[src/rtl/watch_pkg.sv]
// Shared constants and helpers for the watch datapath.
package watch_pkg;
  localparam int SEC_MAX  = 59;
  localparam int MIN_MAX  = 59;
  localparam int HOUR_MAX = 23;
  localparam int SEC_W    = 6;
  localparam int MIN_W    = 6;
  localparam int HOUR_W   = 5;

  // 0 -> 12, 13..23 -> 1..11, 1..12 unchanged
  function automatic logic [HOUR_W-1:0] hour_to_12h(input logic [HOUR_W-1:0] h);
    if (h == '0)             return HOUR_W'(12);
    else if (h > HOUR_W'(12)) return h - HOUR_W'(12);
    else                     return h;
  endfunction
endpackage

[src/rtl/watch_dp_gen_if.sv]
// Control/time bus between the control FSM (master) and the watch datapath (slave).
interface watch_dp_gen_if
  import watch_pkg::*;
#(
  parameter int SUBSEC_HZ = 100
);
  localparam int SSW = $clog2(SUBSEC_HZ);

  logic              run, mode_12h, load;
  logic              inc_sec, inc_min, inc_hour;
  logic              dec_sec, dec_min, dec_hour;
  logic [HOUR_W-1:0] ld_hour;
  logic [MIN_W-1:0]  ld_min;
  logic [SEC_W-1:0]  ld_sec;
  logic              alarm_set, alarm_arm;
  logic [SSW-1:0]    subsec;
  logic [SEC_W-1:0]  sec;
  logic [MIN_W-1:0]  min;
  logic [HOUR_W-1:0] hour;
  logic              pm, sec_tick, day_tick, alarm_hit;

  modport master (
    output run, mode_12h, load, inc_sec, inc_min, inc_hour, dec_sec, dec_min, dec_hour,
           ld_hour, ld_min, ld_sec, alarm_set, alarm_arm,
    input  subsec, sec, min, hour, pm, sec_tick, day_tick, alarm_hit
  );
  modport slave (
    input  run, mode_12h, load, inc_sec, inc_min, inc_hour, dec_sec, dec_min, dec_hour,
           ld_hour, ld_min, ld_sec, alarm_set, alarm_arm,
    output subsec, sec, min, hour, pm, sec_tick, day_tick, alarm_hit
  );
endinterface

[src/rtl/watch_field_counter.sv]
// One time field: wraps 0..MAX; priority load > inc/dec (no carry) > carry_in.
module watch_field_counter #(
  parameter int W         = 6,
  parameter int MAX       = 59,
  parameter int RESET_VAL = 0
) (
  input  logic         clk,
  input  logic         rst_n,
  input  logic         carry_in,
  input  logic         inc,
  input  logic         dec,
  input  logic         load,
  input  logic [W-1:0] load_val,
  output logic [W-1:0] value,
  output logic [W-1:0] nxt,
  output logic         carry_out
);
  localparam logic [W-1:0] MAXV = W'(MAX);
  localparam logic [W-1:0] RSTV = W'(RESET_VAL);

  logic at_max, at_zero;
  assign at_max  = (value == MAXV);
  assign at_zero = (value == '0);

  always_comb begin
    nxt       = value;
    carry_out = 1'b0;
    if (load) begin
      nxt = (load_val > MAXV) ? '0 : load_val;
    end else if (inc | dec) begin
      // inc and dec together cancel; an adjusted field swallows its carry-in
      if (inc & ~dec)      nxt = at_max  ? '0   : value + 1'b1;
      else if (dec & ~inc) nxt = at_zero ? MAXV : value - 1'b1;
    end else if (carry_in) begin
      carry_out = at_max;
      nxt       = at_max ? '0 : value + 1'b1;
    end
  end

  always_ff @(posedge clk or negedge rst_n)
    if (!rst_n) value <= RSTV;
    else        value <= nxt;
endmodule

[src/rtl/watch_dp_gen.sv]
// Time-of-day datapath: prescaler + subsec/sec/min/hour carry chain, adjust, load, 12/24h.
// Optional alarm enabled by defining WATCH_ALARM_EN.
module watch_dp_gen
  import watch_pkg::*;
#(
  parameter int CLK_HZ     = 100_000_000,
  parameter int SUBSEC_HZ  = 100,
  parameter int RESET_HOUR = 12,
  parameter int RESET_MIN  = 0,
  parameter int RESET_SEC  = 0
) (
  input logic          clk,
  input logic          rst_n,
  watch_dp_gen_if.slave bus
);
  localparam int PRESC = CLK_HZ / SUBSEC_HZ;
  localparam int PW    = (PRESC > 1) ? $clog2(PRESC) : 1;
  localparam int SSW   = $clog2(SUBSEC_HZ);

  logic [PW-1:0]     presc;
  logic              sub_tick;
  logic              ss_co, sec_co, min_co, hour_co;
  logic [SSW-1:0]    ss_val, ss_nxt;
  logic [SEC_W-1:0]  sec_val, sec_nxt;
  logic [MIN_W-1:0]  min_val, min_nxt;
  logic [HOUR_W-1:0] hour_val, hour_nxt;
  logic              sec_tick_q, day_tick_q;

  assign sub_tick = bus.run && !bus.load && (presc == PW'(PRESC - 1));

  always_ff @(posedge clk or negedge rst_n)
    if (!rst_n)       presc <= '0;
    else if (bus.load) presc <= '0;
    else if (bus.run)  presc <= sub_tick ? '0 : presc + 1'b1;

  watch_field_counter #(.W(SSW), .MAX(SUBSEC_HZ - 1), .RESET_VAL(0)) u_subsec (
    .clk(clk), .rst_n(rst_n), .carry_in(sub_tick), .inc(1'b0), .dec(1'b0),
    .load(bus.load), .load_val('0), .value(ss_val), .nxt(ss_nxt), .carry_out(ss_co));

  watch_field_counter #(.W(SEC_W), .MAX(SEC_MAX), .RESET_VAL(RESET_SEC)) u_sec (
    .clk(clk), .rst_n(rst_n), .carry_in(ss_co), .inc(bus.inc_sec), .dec(bus.dec_sec),
    .load(bus.load), .load_val(bus.ld_sec), .value(sec_val), .nxt(sec_nxt), .carry_out(sec_co));

  watch_field_counter #(.W(MIN_W), .MAX(MIN_MAX), .RESET_VAL(RESET_MIN)) u_min (
    .clk(clk), .rst_n(rst_n), .carry_in(sec_co), .inc(bus.inc_min), .dec(bus.dec_min),
    .load(bus.load), .load_val(bus.ld_min), .value(min_val), .nxt(min_nxt), .carry_out(min_co));

  watch_field_counter #(.W(HOUR_W), .MAX(HOUR_MAX), .RESET_VAL(RESET_HOUR)) u_hour (
    .clk(clk), .rst_n(rst_n), .carry_in(min_co), .inc(bus.inc_hour), .dec(bus.dec_hour),
    .load(bus.load), .load_val(bus.ld_hour), .value(hour_val), .nxt(hour_nxt), .carry_out(hour_co));

  // sec_tick only when sec moves by carry; an adjusted sec blocks it
  always_ff @(posedge clk or negedge rst_n)
    if (!rst_n) begin
      sec_tick_q <= 1'b0;
      day_tick_q <= 1'b0;
    end else begin
      sec_tick_q <= ss_co & ~(bus.inc_sec | bus.dec_sec);
      day_tick_q <= hour_co;
    end

  assign bus.subsec   = ss_val;
  assign bus.sec      = sec_val;
  assign bus.min      = min_val;
  assign bus.hour     = bus.mode_12h ? hour_to_12h(hour_val) : hour_val;
  assign bus.pm       = (hour_val >= HOUR_W'(12));
  assign bus.sec_tick = sec_tick_q;
  assign bus.day_tick = day_tick_q;

`ifdef WATCH_ALARM_EN
  logic [HOUR_W-1:0] al_hour;
  logic [MIN_W-1:0]  al_min;
  logic              hit_q;

  // compare against the post-carry time so the hit lands with hh:mm:00
  always_ff @(posedge clk or negedge rst_n)
    if (!rst_n) begin
      al_hour <= '0;
      al_min  <= '0;
      hit_q   <= 1'b0;
    end else begin
      if (bus.alarm_set) begin
        al_hour <= bus.ld_hour;
        al_min  <= bus.ld_min;
      end
      hit_q <= sec_co && bus.alarm_arm && (min_nxt == al_min) && (hour_nxt == al_hour);
    end

  assign bus.alarm_hit = hit_q;
  wire unused_nxt = &{1'b0, ss_nxt, sec_nxt};
`else
  assign bus.alarm_hit = 1'b0;
  wire unused_alarm = &{1'b0, bus.alarm_set, bus.alarm_arm, ss_nxt, sec_nxt, min_nxt, hour_nxt};
`endif
endmodule

[src/flat_wrapper.sv]
// flat-port wrapper written by rule: the top's interface ports become plain ports
module watch_dp_gen_flat import watch_pkg::*;
#(
  parameter int CLK_HZ     = 100_000_000,
  parameter int SUBSEC_HZ  = 100,
  parameter int RESET_HOUR = 12,
  parameter int RESET_MIN  = 0,
  parameter int RESET_SEC  = 0
)
  (clk, rst_n, bus_run, bus_mode_12h, bus_load, bus_inc_sec, bus_inc_min, bus_inc_hour, bus_dec_sec, bus_dec_min, bus_dec_hour, bus_ld_hour, bus_ld_min, bus_ld_sec, bus_alarm_set, bus_alarm_arm, bus_subsec, bus_sec, bus_min, bus_hour, bus_pm, bus_sec_tick, bus_day_tick, bus_alarm_hit);
  watch_dp_gen_if #(.SUBSEC_HZ(SUBSEC_HZ)) bus_i ();
  input logic clk;
  input logic rst_n;
  input wire logic [$bits(bus_i.run)-1:0] bus_run;
  input wire logic [$bits(bus_i.mode_12h)-1:0] bus_mode_12h;
  input wire logic [$bits(bus_i.load)-1:0] bus_load;
  input wire logic [$bits(bus_i.inc_sec)-1:0] bus_inc_sec;
  input wire logic [$bits(bus_i.inc_min)-1:0] bus_inc_min;
  input wire logic [$bits(bus_i.inc_hour)-1:0] bus_inc_hour;
  input wire logic [$bits(bus_i.dec_sec)-1:0] bus_dec_sec;
  input wire logic [$bits(bus_i.dec_min)-1:0] bus_dec_min;
  input wire logic [$bits(bus_i.dec_hour)-1:0] bus_dec_hour;
  input wire logic [$bits(bus_i.ld_hour)-1:0] bus_ld_hour;
  input wire logic [$bits(bus_i.ld_min)-1:0] bus_ld_min;
  input wire logic [$bits(bus_i.ld_sec)-1:0] bus_ld_sec;
  input wire logic [$bits(bus_i.alarm_set)-1:0] bus_alarm_set;
  input wire logic [$bits(bus_i.alarm_arm)-1:0] bus_alarm_arm;
  output wire logic [$bits(bus_i.subsec)-1:0] bus_subsec;
  output wire logic [$bits(bus_i.sec)-1:0] bus_sec;
  output wire logic [$bits(bus_i.min)-1:0] bus_min;
  output wire logic [$bits(bus_i.hour)-1:0] bus_hour;
  output wire logic [$bits(bus_i.pm)-1:0] bus_pm;
  output wire logic [$bits(bus_i.sec_tick)-1:0] bus_sec_tick;
  output wire logic [$bits(bus_i.day_tick)-1:0] bus_day_tick;
  output wire logic [$bits(bus_i.alarm_hit)-1:0] bus_alarm_hit;
  assign bus_i.run = bus_run;
  assign bus_i.mode_12h = bus_mode_12h;
  assign bus_i.load = bus_load;
  assign bus_i.inc_sec = bus_inc_sec;
  assign bus_i.inc_min = bus_inc_min;
  assign bus_i.inc_hour = bus_inc_hour;
  assign bus_i.dec_sec = bus_dec_sec;
  assign bus_i.dec_min = bus_dec_min;
  assign bus_i.dec_hour = bus_dec_hour;
  assign bus_i.ld_hour = bus_ld_hour;
  assign bus_i.ld_min = bus_ld_min;
  assign bus_i.ld_sec = bus_ld_sec;
  assign bus_i.alarm_set = bus_alarm_set;
  assign bus_i.alarm_arm = bus_alarm_arm;
  assign bus_subsec = bus_i.subsec;
  assign bus_sec = bus_i.sec;
  assign bus_min = bus_i.min;
  assign bus_hour = bus_i.hour;
  assign bus_pm = bus_i.pm;
  assign bus_sec_tick = bus_i.sec_tick;
  assign bus_day_tick = bus_i.day_tick;
  assign bus_alarm_hit = bus_i.alarm_hit;
  watch_dp_gen #(.CLK_HZ(CLK_HZ), .SUBSEC_HZ(SUBSEC_HZ), .RESET_HOUR(RESET_HOUR), .RESET_MIN(RESET_MIN), .RESET_SEC(RESET_SEC)) u_core (.clk(clk), .rst_n(rst_n), .bus(bus_i));
endmodule
[config.mk]
export PLATFORM = sky130hd
export DESIGN_NAME = watch_dp_gen_flat
export DESIGN_NICKNAME = d
export VERILOG_FILES = /design/src/rtl/watch_pkg.sv /design/src/rtl/watch_dp_gen_if.sv /design/src/rtl/watch_field_counter.sv /design/src/rtl/watch_dp_gen.sv /design/src/flat_wrapper.sv
export SDC_FILE = /design/constraint.sdc
export NUM_CORES = 1
export LEC_CHECK = 0
export BUFFER_PORTS_ARGS = -buffer_cell sky130_fd_sc_hd__buf_4
export CAP_MARGIN = 20
export CORE_ASPECT_RATIO = 2
export CORE_UTILIZATION = 30
export CTS_CLUSTER_SIZE = 24
export DETAILED_ROUTE_END_ITERATION = 12
export HOLD_SLACK_MARGIN = 0.12
export PLACE_DENSITY = 0.56
export SETUP_SLACK_MARGIN = 0.4
export SYNTH_ARGS = -nofsm -noshare
export SYNTH_HDL_FRONTEND = slang
export SYNTH_SLANG_ARGS = --single-unit
[constraint.sdc]
create_clock -name clk -period 3.76 [get_ports clk]
set_input_delay 0.564 -clock clk [delete_from_list [all_inputs] [get_ports clk]]
set_output_delay 0.564 -clock clk [all_outputs]
set_load 0.02 [all_outputs]
==> Word-level counts from Yosys, hierarchy flattened <==
Index checks and enable logic that the tools add are counted.
{ "totals": {"ff_bits": 46, "wordCells": 104, "out_inout_bits": 28} }
{ "op_classes": {"reduce_logical": 14, "magnitude_cmp": 5, "bitwise_logic": 17, "eq_ne": 8, "muxes": 44, "add_sub_neg": 9} }
{ "ops": {"columns": ["op", "count"], "rows": [
  ["$mux W6", 16],
  ["$mux W20", 3],
  ["$mux W5", 11],
  ["$mux W7", 3],
  ["$add A20 B1 Y20 const B", 1],
  ["$eq A20 B20 Y1 const B", 1],
  ["$add A6 B1 Y6 const B", 2],
  ["$eq A6 B6 Y1 const B", 2],
  ["$gt A6 B6 Y1 const B", 2],
  ["$logic_not A6 Y1", 2],
  ["$sub A6 B1 Y6 const B", 2],
  ["$mux W1", 11],
  ["$reduce_bool A3 Y1", 3],
  ["$ne A4 B2 Y1 const B", 2],
  ["$add A7 B1 Y7 const B", 1],
  ["$and A1 B1 Y1", 7],
  ["$eq A7 B7 Y1 const B", 1],
  ["$not A1 Y1", 7],
  ["$reduce_and A2 Y1", 3],
  ["$add A5 B1 Y5 const B", 1],
  ["$eq A5 B5 Y1 const B", 1],
  ["$ge A5 B4 Y1 const B", 1],
  ["$gt A5 B4 Y1 const B", 1],
  ["$gt A5 B5 Y1 const B", 1],
  ["8 further kinds", 12]
]} }

==> Logic depth before layout (Yosys ltp) <==
{ "depth": {"word_depth": 14, "mapped_depth": 8, "ltp_nobuf": 7} }

==> Cells and area by module <==
A second synthesis with hierarchy kept.
{ "unflattened": {"cells_unflattened": 482, "area_unflattened_um2": 4062.6} }
{ "modules_own_cells": {"columns": ["mod", "cells_per_inst", "area_each_um2", "instances"], "rows": [
  ["watch_dp_gen", 165, 1440.1, 1],
  ["watch_field_counter at u_core.u_min ...", 85, 671.9, 2],
  ["watch_field_counter at u_core.u_subsec", 91, 793.3, 1],
  ["watch_field_counter at u_core.u_hour", 56, 485.5, 1]
]} }

==> Least setup slack after synthesis <==
Ideal clock, no wire load.
{ "synth_path": {"kind": "in2reg", "from": "input bus_load", "to": "register u_core.u_hour.value[0]", "setup_ps": 125, "n_path_buf": 0, "slack_ps": 1296, "stages": 5, "t_arrival_ps": 2340, "cell_sequence": "or4_4 > nor4_4 > nand3_1 > o21ai_2 > mux2_2"} }
{ "synth_via": {"elab_chain_len": 13} }
{ "synth_rtl": {"columns": ["item", "line", "text"], "rows": [
  ["start, declared", "flat_wrapper.sv:16", "input wire logic [$bits(bus_i.load)-1:0] bus_load;"],
  ["$logic_not A1 Y1", "watch_dp_gen.sv:29", "assign sub_tick = bus.run && !bus.load && (presc == PW'(PRESC - 1));"],
  ["$logic_and A1 B1 Y1 (2 in series)", "watch_dp_gen.sv:29", null],
  ["$mux W1", "watch_field_counter.sv:34", "end else if (carry_in) begin"],
  ["$mux W1", "watch_field_counter.sv:28", "if (load) begin"],
  ["$mux W1", "watch_field_counter.sv:34", null],
  ["$mux W1", "watch_field_counter.sv:30", "end else if (inc | dec) begin"],
  ["$mux W1", "watch_field_counter.sv:28", null],
  ["$mux W1", "watch_field_counter.sv:34", null],
  ["$mux W1", "watch_field_counter.sv:30", null],
  ["$mux W1", "watch_field_counter.sv:28", null],
  ["$reduce_bool A3 Y1 (no source line)", null, null],
  ["$reduce_and A2 Y1 (no source line)", null, null],
  ["end signal, assigned", "watch_field_counter.sv:42", "else value <= nxt;"],
  ["end, declared", "watch_field_counter.sv:14", "output logic [W-1:0] value,"]
]} }
Parallel ways exist; a longest one is shown, timed or not.
A chain may end at the register's enable or synchronous reset.

==> Worst setup path in the final report <==
{ "layout_path": {"from": "register u_core.presc[11]", "to": "register u_core.u_hour.value[0]"} }
{ "layout_via": {"elab_chain_len": 12} }
{ "layout_rtl": {"columns": ["item", "line", "text"], "rows": [
  ["start, declared", "watch_dp_gen.sv:20", "logic [PW-1:0] presc;"],
  ["start signal, assigned", "watch_dp_gen.sv:34", "else if (bus.run) presc <= sub_tick ? '0 : presc + 1'b1;"],
  ["$eq A20 B20 Y1", "watch_dp_gen.sv:29", null],
  ["$logic_and A1 B1 Y1", "watch_dp_gen.sv:29", null],
  ["$mux W1", "watch_field_counter.sv:34", null],
  ["$mux W1", "watch_field_counter.sv:28", null],
  ["$mux W1", "watch_field_counter.sv:34", null],
  ["$mux W1", "watch_field_counter.sv:30", null],
  ["$mux W1", "watch_field_counter.sv:28", null],
  ["$mux W1", "watch_field_counter.sv:34", null],
  ["$mux W1", "watch_field_counter.sv:30", null],
  ["$mux W1", "watch_field_counter.sv:28", null],
  ["$reduce_bool A3 Y1 (no source line)", null, null],
  ["$reduce_and A2 Y1 (no source line)", null, null]
]} }
Every way passes these cells.

==> out/qor.yml <==
syn-cell-area_mm2: 0.00347
tritoncts: "done"
hpwlAfterDp_um: 7180
timing.final.crit_share_pct: 69.2
ioPinCount: 58
global_route.overflow_total: 0
cts.repair.resized: 0
synth_fp_nets: 449
clockRootBuffer: "sky130_fd_sc_hd__clkbuf_16"
drc: 0
stages_on_worst_setup_path: 5
synthesis_to_layout_area_growth_pct: 19.6
antennaDiodeCount: 0
finClkSkew_ns: 0.00658
crit_path_end_kind: "flip-flop"
timing_max_transition_violations_final: 0
synth-edff-count: 0
multi_input_comb_area_mm2: 0.00216
route.detailed.vias_per_inst: 5.50
synthCells: 401
finalNetCount: 493
first_global_vias: 3136
grt_usage_pct: 16.5
timing.reg2reg.worst_path_depth: 5
period_minus_slack_ns: 2.60
post_synth.cell_area_avg_um2: 8.64
ctsHoldBuffers: 0
drt_wl_total_um: 9550
layout_cell_share_with_drive_strength_beyond_1_pct: 19.7
timing.hold.ws_ns: 0.277
power-per-cell-area_mw_per_mm2: 449
gp_routability_congestion: 0.844
numClockSinks: 46
ant_nets: 0
setup.worst_path.class: "reg2reg"
yosys_warnings: 0
path_cells: "or4_4 -> nor4_4 -> nand3_1 -> o21ai_2 -> mux2_2"
regArea_mm2: 0.00115
crit_required_ns: 3.94
post-place-ws_ns: 0.899
pin_count_of_the_biggest_net_entering_global_routing: 47
power.static_leakage_nw: 1.80
seq_area_frac_synth_pct: 33.3
layout_commonest_cell: "sky130_fd_sc_hd__buf_4"
die_area_mm2: 0.0120
slowest_delay_ns: 0.55
fin_tns_setup_ns: 0
ys_types: 68
post_drt_wl_per_cell_um: 16.2
die_x_um: 78
rows: 55
peakVddDrop_mv: 0.225
clk_pin_slew_worst_setup_hold_paths_ns: 0.07
layout.cells.most_common_list: "sky130_fd_sc_hd__buf_4, sky130_fd_sc_hd__dfrtp_1, sky130_fd_sc_hd__nor2_1, sky130_fd_sc_hd__nand2_1, sky130_fd_sc_hd__a21oi_1"
cpLargestDelayFamily: "simple AND/OR/NAND/NOR gates"
antenna_violations_before_repair: 0
start_kind: "flip-flop"
grt_first_pass_wirelength_um: 15500
ys_async_sr_fraction_pct: 100
outcome: "completed"
achievable_clock_frequency_mhz: 385
setup_viol_count_final: 0
post-cts-setup-buffer-count: 0
tightest_slew_ns: 0.855
path_buf_inv: 0
worst-endpoint-arrival_ns: 2.78
placed_cell_area_mm2: 0.00398
clock_tree.buffer_depth: 2
core_mm2: 0.0113
timing.slew.headroom_pct: 42.5
tritoncts_buffer_count: 5
post-route-worst-setup-slack_ns: 1.16
timing.hold.worst.class: "in2async"
h-tree-depth: 2
detailroute.via_count: 3232
finalInstanceArea_mm2: 0.00415
largest_fanout_on_the_critical_path: 7
rsz0062_at_grt: "false"
cpMaxStageDelayCell: "sky130_fd_sc_hd__or4_4"
timing.max_cap.violations: 0
layout.filler_cells: 1202
drt_first_iter_violations: 187
timing.final.hold_violations: 0
dominantRegCellSynth: "sky130_fd_sc_hd__dfrtp_1"
number_of_port_buffers: 54
drt-pass1-iter-count: 4
initial_core_util_pct: 30.7
clock_insertion_delay_worst_skew_ns: 0.29
die_height_um: 154
ys_ff_latch: 46
## metal layers
layer	up-vias	wire length (um)	global-route usage [%]
met3	21	274	1.96
met1	1570	3630	17.2
li1	1571	-	-
met5	-	0	0
met2	70	5370	31.9
met4	0	265	7.41
## Yosys cell counts (12+ instances only)
cell                       instances  share of area [%]
sky130_fd_sc_hd__a21oi_1          23                3.3
sky130_fd_sc_hd__clkbuf_1         15                1.6
sky130_fd_sc_hd__dfrtp_1          44                 32
sky130_fd_sc_hd__ha_1             18                6.5
sky130_fd_sc_hd__inv_1            17                1.8
sky130_fd_sc_hd__nand2_1          30                3.2
sky130_fd_sc_hd__nand3_1          21                3.0
sky130_fd_sc_hd__nor2_1           35                3.8
sky130_fd_sc_hd__nor3_1           13                1.9
sky130_fd_sc_hd__o21ai_0          20                2.9
sky130_fd_sc_hd__xor2_1           12                3.0
## sequential cells by signal, indices dropped and copies added, names as in the netlist
signal and flops:
u_core.bus.day_tick 1, u_core.bus.sec_tick 1, u_core.presc 20, u_core.u_hour.value 5, u_core.u_min.value 6, u_core.u_sec.value 6
u_core.u_subsec.value 7
## layout make-up
cell class	instances	area share (%)
clock buffer	6	3.11
sequential	46	27.8
inverter	18	1.63
tap	142	4.28
multi-input combinational	318	52.1
timing repair buffer	56	10.1
clock inverter	2	0.905
## per-stage QoR
stage	instances	util [%]	total power, mW
after detailed placement	580	35.3	1.35
final	588	36.7	1.86
after global routing	588	36.7	1.98
after CTS	588	36.7	1.88
after floorplan	401	-	1.12
after global placement	580	35.3	1.34
## where the power goes
part / total, mW / internal [mW] / switching, mW
clock: 0.517 / 0.314 / 0.203
combinational: 0.670 / 0.308 / 0.361
sequential: 0.676 / 0.551 / 0.125
## final timing paths
| check | start | end | slack [ns] |
|---|---|---|---|
| worst max-delay path | u_core.presc[11]$_DFFE_PN0P_ | u_core.u_hour.value[0]$_DFFE_PN0P_ | 1.16 |
| min in group clk | u_core.presc[18]$_DFFE_PN0P_ | u_core.presc[18]$_DFFE_PN0P_ | 0.54 |
| max in group asynchronous | rst_n | u_core.u_min.value[4]$_DFFE_PN0P_ | 3.05 |
| worst max register to register | u_core.presc[11]$_DFFE_PN0P_ | u_core.u_hour.value[0]$_DFFE_PN0P_ | 1.16 |
| worst min-delay path | rst_n | u_core.presc[5]$_DFFE_PN0P_ | 0.28 |
| worst min register to register | u_core.presc[18]$_DFFE_PN0P_ | u_core.presc[18]$_DFFE_PN0P_ | 0.54 |
## cell families after synthesis
logic type	Yosys count	synth area share, %
and+or+nand+nor	164	25.5
AOI/OAI and AO/OA	94	18.5
DFF	46	33.3
buffers and inverters	37	4.37
xor gates and xnor gates	22	5.56
muxes	19	6.17
adders and majority gates	18	6.50
other	1	0.108
Note: power is estimated with default switching activity, not from simulation.
